==> src/rtl/gcd_job_sequencer.sv <==
// Job sequencer for an external GCD engine: queues operand pairs in a 4-deep FIFO,
// runs one job at a time (or resolves zero-operand jobs locally) and holds the result.
module gcd_job_sequencer #(
  parameter int WAIT_CYC = 40,
  parameter int DEPTH    = 4
) (
  input  logic       clk,
  input  logic       clr,
  input  logic       in_valid,
  output logic       in_ready,
  input  logic [3:0] in_x,
  input  logic [3:0] in_y,
  output logic       go,
  output logic [3:0] xin,
  output logic [3:0] yin,
  input  logic [3:0] gcd,
  output logic       res_valid,
  input  logic       res_ready,
  output logic [3:0] res_gcd,
  output logic [3:0] res_x,
  output logic [3:0] res_y,
  output logic       res_bypass,
  output logic       busy
);

  localparam logic [1:0] IDLE = 2'd0;
  localparam logic [1:0] RUN  = 2'd1;
  localparam logic [1:0] CAP  = 2'd2;
  localparam logic [1:0] HOLD = 2'd3;

  localparam logic [7:0] CNT_INIT = 8'(WAIT_CYC - 1);
  localparam logic [7:0] GO_LAST  = 8'(WAIT_CYC - 2);

  logic [1:0] state;
  logic [7:0] cnt;
  logic [7:0] mem [0:3];
  logic [1:0] wp;
  logic [1:0] rp;
  logic [2:0] count;
  logic       push;
  logic       pop;
  logic [3:0] hx;
  logic [3:0] hy;
  logic       head_zero;

  assign in_ready  = (count < 3'(DEPTH));
  assign push      = in_valid & in_ready & ~clr;
  assign pop       = (state == IDLE) && (count != 3'd0);
  assign hx        = mem[rp][7:4];
  assign hy        = mem[rp][3:0];
  assign head_zero = (hx == 4'd0) || (hy == 4'd0);

  // go covers the first two RUN cycles: the counter still reads WAIT_CYC-1 or WAIT_CYC-2
  assign go        = (state == RUN) && (cnt >= GO_LAST);
  assign res_valid = (state == HOLD);
  assign busy      = (state != IDLE);

  always_ff @(posedge clk) begin
    if (push) mem[wp] <= {in_x, in_y};
  end

  always_ff @(posedge clk) begin
    if (clr) begin
      wp    <= 2'd0;
      rp    <= 2'd0;
      count <= 3'd0;
    end else begin
      if (push) wp <= wp + 2'd1;
      if (pop)  rp <= rp + 2'd1;
      case ({push, pop})
        2'b10:   count <= count + 3'd1;
        2'b01:   count <= count - 3'd1;
        default: count <= count;
      endcase
    end
  end

  always_ff @(posedge clk) begin
    if (clr) begin
      state      <= IDLE;
      cnt        <= 8'd0;
      xin        <= 4'd0;
      yin        <= 4'd0;
      res_gcd    <= 4'd0;
      res_x      <= 4'd0;
      res_y      <= 4'd0;
      res_bypass <= 1'b0;
    end else begin
      case (state)
        IDLE: begin
          if (pop) begin
            // a zero operand makes the answer the other operand; the engine is skipped
            if (head_zero) begin
              res_gcd    <= hx | hy;
              res_x      <= hx;
              res_y      <= hy;
              res_bypass <= 1'b1;
              state      <= HOLD;
            end else begin
              xin   <= hx;
              yin   <= hy;
              cnt   <= CNT_INIT;
              state <= RUN;
            end
          end
        end
        RUN: begin
          if (cnt == 8'd0) state <= CAP;
          else             cnt   <= cnt - 8'd1;
        end
        CAP: begin
          res_gcd    <= gcd;
          res_x      <= xin;
          res_y      <= yin;
          res_bypass <= 1'b0;
          state      <= HOLD;
        end
        HOLD: begin
          if (res_ready) state <= IDLE;
        end
        default: state <= IDLE;
      endcase
    end
  end

endmodule

==> config.mk <==
export PLATFORM = sky130hd
export DESIGN_NAME = gcd_job_sequencer
export DESIGN_NICKNAME = d
export VERILOG_FILES = /design/src/rtl/gcd_job_sequencer.sv
export SDC_FILE = /design/constraint.sdc
export NUM_CORES = 1
export LEC_CHECK = 0
export ABC_AREA = 1
export CORE_ASPECT_RATIO = 0.8
export CORE_UTILIZATION = 40
export CTS_BUF_LIST = sky130_fd_sc_hd__clkbuf_4
export DETAILED_ROUTE_END_ITERATION = 8
export HOLD_SLACK_MARGIN = 0.12
export PLACE_DENSITY_LB_ADDON = 0.08
export SYNTH_ARGS = -nofsm -noshare
export SYNTH_HDL_FRONTEND = slang
export SYNTH_SLANG_ARGS = --single-unit
==> constraint.sdc <==
create_clock -name clk -period 2.7 [get_ports clk]
set_clock_uncertainty 0.15 [all_clocks]
set_input_delay 0.81 -clock clk [delete_from_list [all_inputs] [get_ports clk]]
set_output_delay 0.81 -clock clk [all_outputs]
set_load 0.05 [all_outputs]
; Word-level counts from Yosys, hierarchy flattened
; Memory sizes are Yosys's and may differ from the RTL's. A register that Yosys moved wholly into a read port is not among the register bits.
; Index checks and enable logic that the tools add are counted.
[totals]
ramBits = 32
inputBits = 16
output_inout_bits = 25
reg_bits = 38
n_memories = 1
[memory_table]
columns = memory, words, word_bits, rd, rd_clocked_by_memory_dff, wr, line_no
row1 = mem, 4, 8, 1, 1, 1, 36  ; logic [7:0] mem [0:3];
[classes]
bitwise = 5
reduce_logical = 16
n_eq_ne = 11
muxes = 26
magnitude_cmp = 2
add_sub_neg = 5
[op_table]
columns = operator, count
row1 = 4-bit 2-to-1 mux, 6
row2 = 8-bit 2-to-1 mux, 3
row3 = 4-bit one-hot mux with 2 select lines, 3
row4 = 8-bit one-hot mux with 2 select lines, 1
row5 = 2-bit 2-to-1 mux, 6
row6 = 3-bit AND reduction, 3
row7 = 8-bit by 6-bit >= comparator with 1-bit output (second input constant), 1
row8 = 4-bit logical NOT, 2
row9 = 8-bit logical NOT, 1
row10 = 2-bit inequality test (second input constant), 4
row11 = 2-bit one-hot mux with 4 select lines, 1
row12 = 2-bit nonzero test, 4
row13 = 8-bit by 1-bit subtractor with 8-bit output (second input constant), 1
row14 = 2-bit == test (second input constant), 3
row15 = 3-bit one-hot mux with 2 select lines, 1
row16 = 2-bit by 1-bit adder with 2-bit output (second input constant), 2
row17 = 2-bit by 1-bit == test with 1-bit output (second input constant), 2
row18 = 1-bit 2-to-1 mux, 4
row19 = 2-bit by 1-bit inequality test with 1-bit output (second input constant), 2
row20 = 4-bit OR, 1
row21 = 4-bit AND reduction, 1
row22 = 3-bit by 1-bit adder with 3-bit output (second input constant), 1
row23 = 3-bit less-than comparator (second input constant), 1
row24 = 3-bit nonzero test, 1
row25 = 7 further kinds, 10

; Logic depth before layout (Yosys ltp)
; Gate-level depths: netlist of the first run.
[depth]
word_depth = 5
mapped_depth = 15
ltp_nobuf = 12

; Worst setup path after synthesis of the first run
; OpenSTA, ideal clock, no wires.
[synth_path]
path_type = flip-flop to flip-flop
from = register state[0]
to = register count[2]
slack_ps = 74
path_buffers = 0
path_stages_with_launch = 12
synth_period_minus_slack_ps = 2626
arrival_time_ps = 2330
t_required_ps = 2404
path_cell_list = dfxtp_1 -> inv_1 -> ha_1 -> inv_1 -> a31oi_4 -> ha_1 -> inv_1 -> fa_1 -> a21oi_1 -> o21ai_0 -> o21ai_0 -> a21oi_1
[synth_between]
elab_chain_len = 4
word_cells_on_any_way = 6
cone_classes = 2 x eq/ne / 1 x mux / 3 x reduce/logical
[synth_rtl]
columns = item, line_no
row1 = start: declaration, 34  ; logic [1:0] state;
row2 = start signal: assignment, 80  ; state <= IDLE;
row3 = start signal: assignment, 98  ; state <= HOLD;
row4 = start signal: assignment, 103  ; state <= RUN;
row5 = 2-bit logical NOT (*), 48  ; assign pop = (state == IDLE) && (count != 3'd0);
row6 = 1-bit logical AND (*), 48
row7 = via pop, 41  ; logic pop;
row8 = 2-bit by 1-bit == test with 1-bit output / 2-bit == test (equally long branches), 70  ; case ({push, pop})
row9 = 3-bit one-hot mux with 2 select lines / 2-bit nonzero test (equally long branches), -
row10 = end signal: assignment, 71  ; 2'b10: count <= count + 3'd1;
row11 = end signal: assignment, 72  ; 2'b01: count <= count - 3'd1;
row12 = end signal: assignment, 73  ; default: count <= count;
row13 = end: declaration, 39  ; logic [2:0] count;
; Mark *: on every way through the listed nets, which the timed path passes. The rest lies on a longest branch.
; A chain may end at the register's enable or synchronous reset.

; Worst setup path after layout of the first run
[layout_path]
from = register xin[1]
to = output xin[1]
[layout_rtl]
columns = item, line_no
row1 = start: declaration, 14  ; output logic [3:0] xin,
row2 = start signal: assignment, 82  ; xin <= 4'd0;
row3 = start signal: assignment, 100  ; xin <= hx;
; No word-level cell between the ends.

==> reports/metrics.csv, run 1 <==
metric;value;unit
yosysMostFrequentCell;nand2_1;
setup_violations;0;
cp.arrival;1.65;ns
grt_pass1_vias;2557;
synth.largest_area_cell;edfxtp_1;
synth_top_area_share;27.5;%
ctsRootBufferMaster;clkbuf_4;
ir_drop;0.000459;V
fin_crit_sh;96.5;%
synth_nets;439;
antenna_found_initial;0;
status;finished, final reports clean;
cp_num_buf_inv;1;
cp-start-kind;flop;
initial_core_util;41.2;%
crit_chain;clkdlybuf4s50_1;
hold_viol_final;0;
maxSlewViolCount;0;
synth_enable_flop_cells;32;
cts_inserted_buffers;9;
min_from;rp[1];
p_leak;1.74;nW
hpwl;5.10;mm
routed_via_density;4.74;
yosys-top-cells-count;94 x nand2_1, 53 x nor2_1, 40 x dfxtp_1;
layout_setup_ws;0.0938;ns
critPathSlowestCell;clkdlybuf4s50_1;
drt-total-wl;7.19;mm
preCtsSetupSlack;-0.106;ns
area_growth;21.9;%
finalInstanceArea;4260;µm²
hold_depth;2;
cts_tree;done;
reg2reg_to;count[2];
syn_area_per_cell;8.53;µm²
overflow;0;
cts_sinks;72;
hp-class;reg2reg;
ys_warn_count;0;
post_drt_wl_per_cell;12.4;µm
rr_startpoint;state[1];
first_pass_iters;4;
r2r_setup_slack;0.37;ns
clockBufferDepth;2;
synth_seq_area_share;50.4;%
htreeDepth;3;
holdWs;0.326;ns
fmax;384;MHz
p_per_area;1190;nW/µm²
die_x;107;µm
drtIter0Drc;124;
clk_pin_slew_worst_paths;0.13;ns
layout_min_cycle_time;2.61;ns
drive_gt1_share;13.3;%
synthTopCellsByArea;edfxtp_1 27%, dfxtp_1 23%, nand2_1 10%;
cpLargestDelayFamily;buffers and inverters;
placed_area;4060;µm²
gp_congestion;0.749;
antenna_cells;0;
ys_ff_latch;72;
num_rows;30;
hold_end;rp[1];
io_pins;41;
fp.dieH;85.6;µm
vias;2745;
core_area;8480;µm²
ys_types;34;
rr_worst_depth;11;
final_antenna_net_count;0;
grt_pass1_wl;12.1;mm
critPathMaxStageDelay;0.82;ns
relSlewSlack;64.2;%
cts_hold_buf;0;
crit_type;reg2out;
end_kind;output port;
port_buffers;40;
gr-usage-all-layers;17.3;%
dieArea;9120;µm²
worstSkewPairLatency;0.42;ns
required;1.74;ns
synthCells;410;
drc;0;
syn-cell-area;3500;µm²
cp_max_fo;3;
grt_max_degree;28;
drv_cap;0;
nNetsFinal;491;
ys_async_sr_fraction;0;%
synth_flop_cell;dfxtp_1;
rsz0062_at_grt;false;
tightestPinTransition;0.536;ns
[registers in the layout, indices dropped and copies added (netlist names), named ones only]
register    cells
mem            32
res_gcd         4
res_y           4
xin             4
yin             4
state           2
count           3
rp              2
res_bypass      1
cnt             8
res_x           4
wp              2
[worst reg2reg max path, cell delays in order (launching register included)]
cell	delay [ns]
dfxtp_1	0.37
inv_1	0.09
ha_2	0.27
inv_1	0.11
a31oi_4	0.17
ha_1	0.16
inv_1	0.05
fa_1	0.37
a21oi_1	0.14
o21ai_0	0.11
o21ai_0	0.16
a21oi_1	0.05
[metal layers]
| metal | wire (µm) | global-route usage, % | vias to the layer above |
|---|---|---|---|
| met5 | 0 | 0 | - |
| met4 | 75 | 4.86 | 0 |
| met3 | 257 | 5.09 | 7 |
| met2 | 3330 | 28.5 | 41 |
| met1 | 3520 | 22.3 | 1254 |
| li1 | - | - | 1443 |
[cell usage in the layout (no fill, tap or decap), drive strengths merged]
cell type      instances
or2                    3
edfxtp                32
a31oi                  3
and3                   1
inv                   43
bufinv                 3
clkbuf                 9
o21a                   2
a21oi                 31
fa                     1
buf                   19
nand2                102
nor3b                  1
clkdlybuf4s50         36
dfxtp                 40
dlygate4sd2            1
nand3                 35
clkinv                 3
xnor2                  1
nand3b                 8
nor2                  53
nand4                  1
ha                    12
nor3                   2
o21ai                 25
[timing repair]
item	in CTS	in global routing
setup buffers	0	0
cloned	0	0
resized for setup	1	6
endpoints found under the setup margin	1	2
[how the worst max path moves through the flow]
stage / start / to / depth (start not counted)
after floorplan: state[0] / count[2] / 11
after global placement: clr / count[2] / 10
after detailed placement: clr / count[2] / 10
after CTS: state[1] / busy / 5
after global routing: cnt[0] / go / 9
final: xin[1] / xin[1] / 1
[metrics by stage]
step	total power, mW	TNS [ns]	utilization (%)	cells
after CTS	5.10	0	50.1	579
final	5.07	0	50.2	579
after global placement	4.17	-0.0822	47.8	563
after global routing	5.50	0	50.2	579
after floorplan	3.56	0	-	410
after detailed placement	4.20	-0.106	47.8	563
[cells by family (layout without fill, tap and decap cells)]
group | count (synthesis) | count (layout) | share of synthesized area, %
flip-flops | 72 | 72 | 50.4
XOR/XNOR | 1 | 1 | 0.251
buffers and inverters | 57 | 114 | 8.02
adder cells (fa/ha/maj) | 13 | 13 | 4.87
AO/OA/AOI/OAI | 61 | 61 | 9.41
AND/OR/NAND/NOR | 206 | 206 | 27.1
[final cells by class]
| cell class | count | area [µm²] |
|---|---|---|
| clock buffers | 9 | 67.6 |
| clock inverters | 7 | 128 |
| fillers | 868 | 4220 |
| inverters | 42 | 163 |
| multi-input cells | 281 | 1460 |
| flip-flops and latches | 72 | 1760 |
| well taps | 112 | 140 |
| repair buffers | 56 | 537 |
[report_power, final]
part	internal [mW]	switching (mW)	total, mW	leakage (nW)
clock	0.481	0.412	0.893	0.103
combinational	0.959	1.71	2.67	1.02
sequential	1.36	0.149	1.50	0.619
total	2.80	2.27	5.07	1.74
(Power assumes the default switching activity.)
==> run 2: changes to the inputs <==
Settings changed: CORE_MARGIN from default to 2.
==> reports/metrics.csv, run 2 (synthesis gave the netlist of run 1 again) <==
metric;value;unit;change
fin_tns_setup;0;ns;unchanged
grt_max_degree;28;;unchanged
fp.dieH;87.6;µm;+2.3%
core_area;8480;µm²;unchanged
drive_gt1_share;13.1;%;-0.19 points
drc;0;;unchanged
first_pass_iters;5;;+1
r2r_setup_slack;0.35;ns;-0.02 ns
cp_num_buf_inv;1;;unchanged
port_buffers;40;;unchanged
maxSlewViolCount;0;;unchanged
required;1.74;ns;about the same
mostFrequentLayoutCell;nand2_1;;
critPathMaxStageDelay;0.82;ns;about the same
cts_hold_buf;0;;unchanged
drtIter0Drc;65;;-48%
rsz0062_at_grt;false;;
area_growth;21.7;%;
initial_core_util;41.2;%;unchanged
final_antenna_net_count;0;;unchanged
vias;2736;;-0.33%
largest_register_ffs;32;;unchanged
ctsRootBufferMaster;clkbuf_4;;
die_x;109;µm;+1.9%
critPathSlowestCell;clkdlybuf4s50_1;;
grt_pass1_wl;12.0;mm;-0.74%
hold_viol_final;0;;unchanged
htreeDepth;3;;unchanged
fmax;385;MHz;+0.26%
postCtsSetupBuffers;0;;unchanged
final_util;50.1;%;-0.089 points
cpLargestDelayFamily;buffers and inverters;;
preCtsSetupSlack;-0.131;ns;-0.0251 ns
final_cells;578;;-0.17%
final_cell_mix;94 x nand2_1, 52 x nor2_1, 39 x dfxtp_1, 36 x clkdlybuf4s50_1, 33 x inv_1;;
tightestPinTransition;0.513;ns;-0.0230 ns
cp.arrival;1.64;ns;about the same
clockBufferDepth;2;;unchanged
drt-total-wl;7.10;mm;-1.2%
crit_type;reg2out;;
cts_inserted_buffers;9;;unchanged
worstSkewPairLatency;0.42;ns;about the same
nNetsFinal;490;;-0.20%
relSlewSlack;65.7;%;+1.5 points
grt_pass1_vias;2589;;+1.3%
layout_setup_ws;0.101;ns;+0.00683 ns
io_pins;41;;unchanged
gr-usage-all-layers;16.4;%;-0.96 points
cts_tree;done;;
dieArea;9510;µm²;+4.3%
hp-class;reg2reg;;
post_drt_wl_per_cell;12.3;µm;-1.1%
antenna_cells;0;;unchanged
cp-start-kind;flop;;
post-place-cells;562;;-0.18%
num_rows;30;;unchanged
p_per_area;1190;nW/µm²;about the same
drv_cap;0;;unchanged
cp_max_fo;3;;unchanged
gp_congestion;0.822;;+9.7%
fin_crit_sh;96.3;%;-0.25 points
hpwl;5.10;mm;about the same
cts_sinks;72;;unchanged
clk_pin_slew_worst_paths;0.13;ns;about the same
p_leak;1.74;nW;-0.29%
routed_via_density;4.73;;-0.16%
overflow;0;;unchanged
crit_chain;clkdlybuf4s50_1;;
antenna_found_initial;0;;unchanged
status;finished, final reports clean;;
largest_register;mem;;
end_kind;output port;;
setup_violations;0;;unchanged
layout_min_cycle_time;2.60;ns;-0.00683 ns
ir_drop;0.000536;V;+17%
top_regs;mem (32), cnt (8);;
==> run 2: metrics by stage <==
step | hold slack, ns | area [µm²] | total power, mW
after floorplan | 0.287 | 3500 | 3.56
after global placement | 0.298 | 4050 | 4.16
after detailed placement | 0.304 | 4050 | 4.19
after CTS | 0.324 | 4240 | 5.09
after global routing | 0.363 | 4250 | 5.48
final | 0.319 | 4250 | 5.06
==> run 2: area by class of cell <==
| type | count | area (µm²) |
|---|---|---|
| Multi-Input combinational cell | 281 | 1460 |
| Clock buffer | 9 | 67.6 |
| Clock inverter | 7 | 128 |
| Sequential cell | 72 | 1760 |
| Timing Repair Buffer | 55 | 529 |
| Inverter | 42 | 163 |
| Tap cell | 112 | 140 |
| Fill cell | 865 | 4230 |
==> run 2: power by group <==
part / total, mW / switching [mW] / internal [mW]
Combinational: 2.65 / 1.71 / 0.942
Sequential: 1.51 / 0.152 / 1.36
Clock: 0.899 / 0.418 / 0.481
==> run 2: final timing paths <==
kind	from	to	cells past startpoint
worst max-delay path	yin[1]	yin[1]	1
worst min-delay path	rp[1]	flop	2
worst max register to register	state[0]	count[2]	11
worst min register to register	rp[1]	flop	2
==> run 2: layer usage <==
metal / up-vias / share of wire (%) / GRT usage (%) / wire length [µm]
li1: 1441 / - / - / -
met1: 1236 / 49 / 21.6 / 3450
met2: 49 / 45 / 25.7 / 3210
met3: 10 / 5.1 / 5.36 / 365
met4: 0 / 1.1 / 5.01 / 76
met5: - / 0 / 0 / 0
==> run 2: timing repair <==
item	4_1_cts	5_1_grt
gates resized for setup	1	6
endpoints found under the setup margin	1	2
endpoints found under the hold margin	0	0
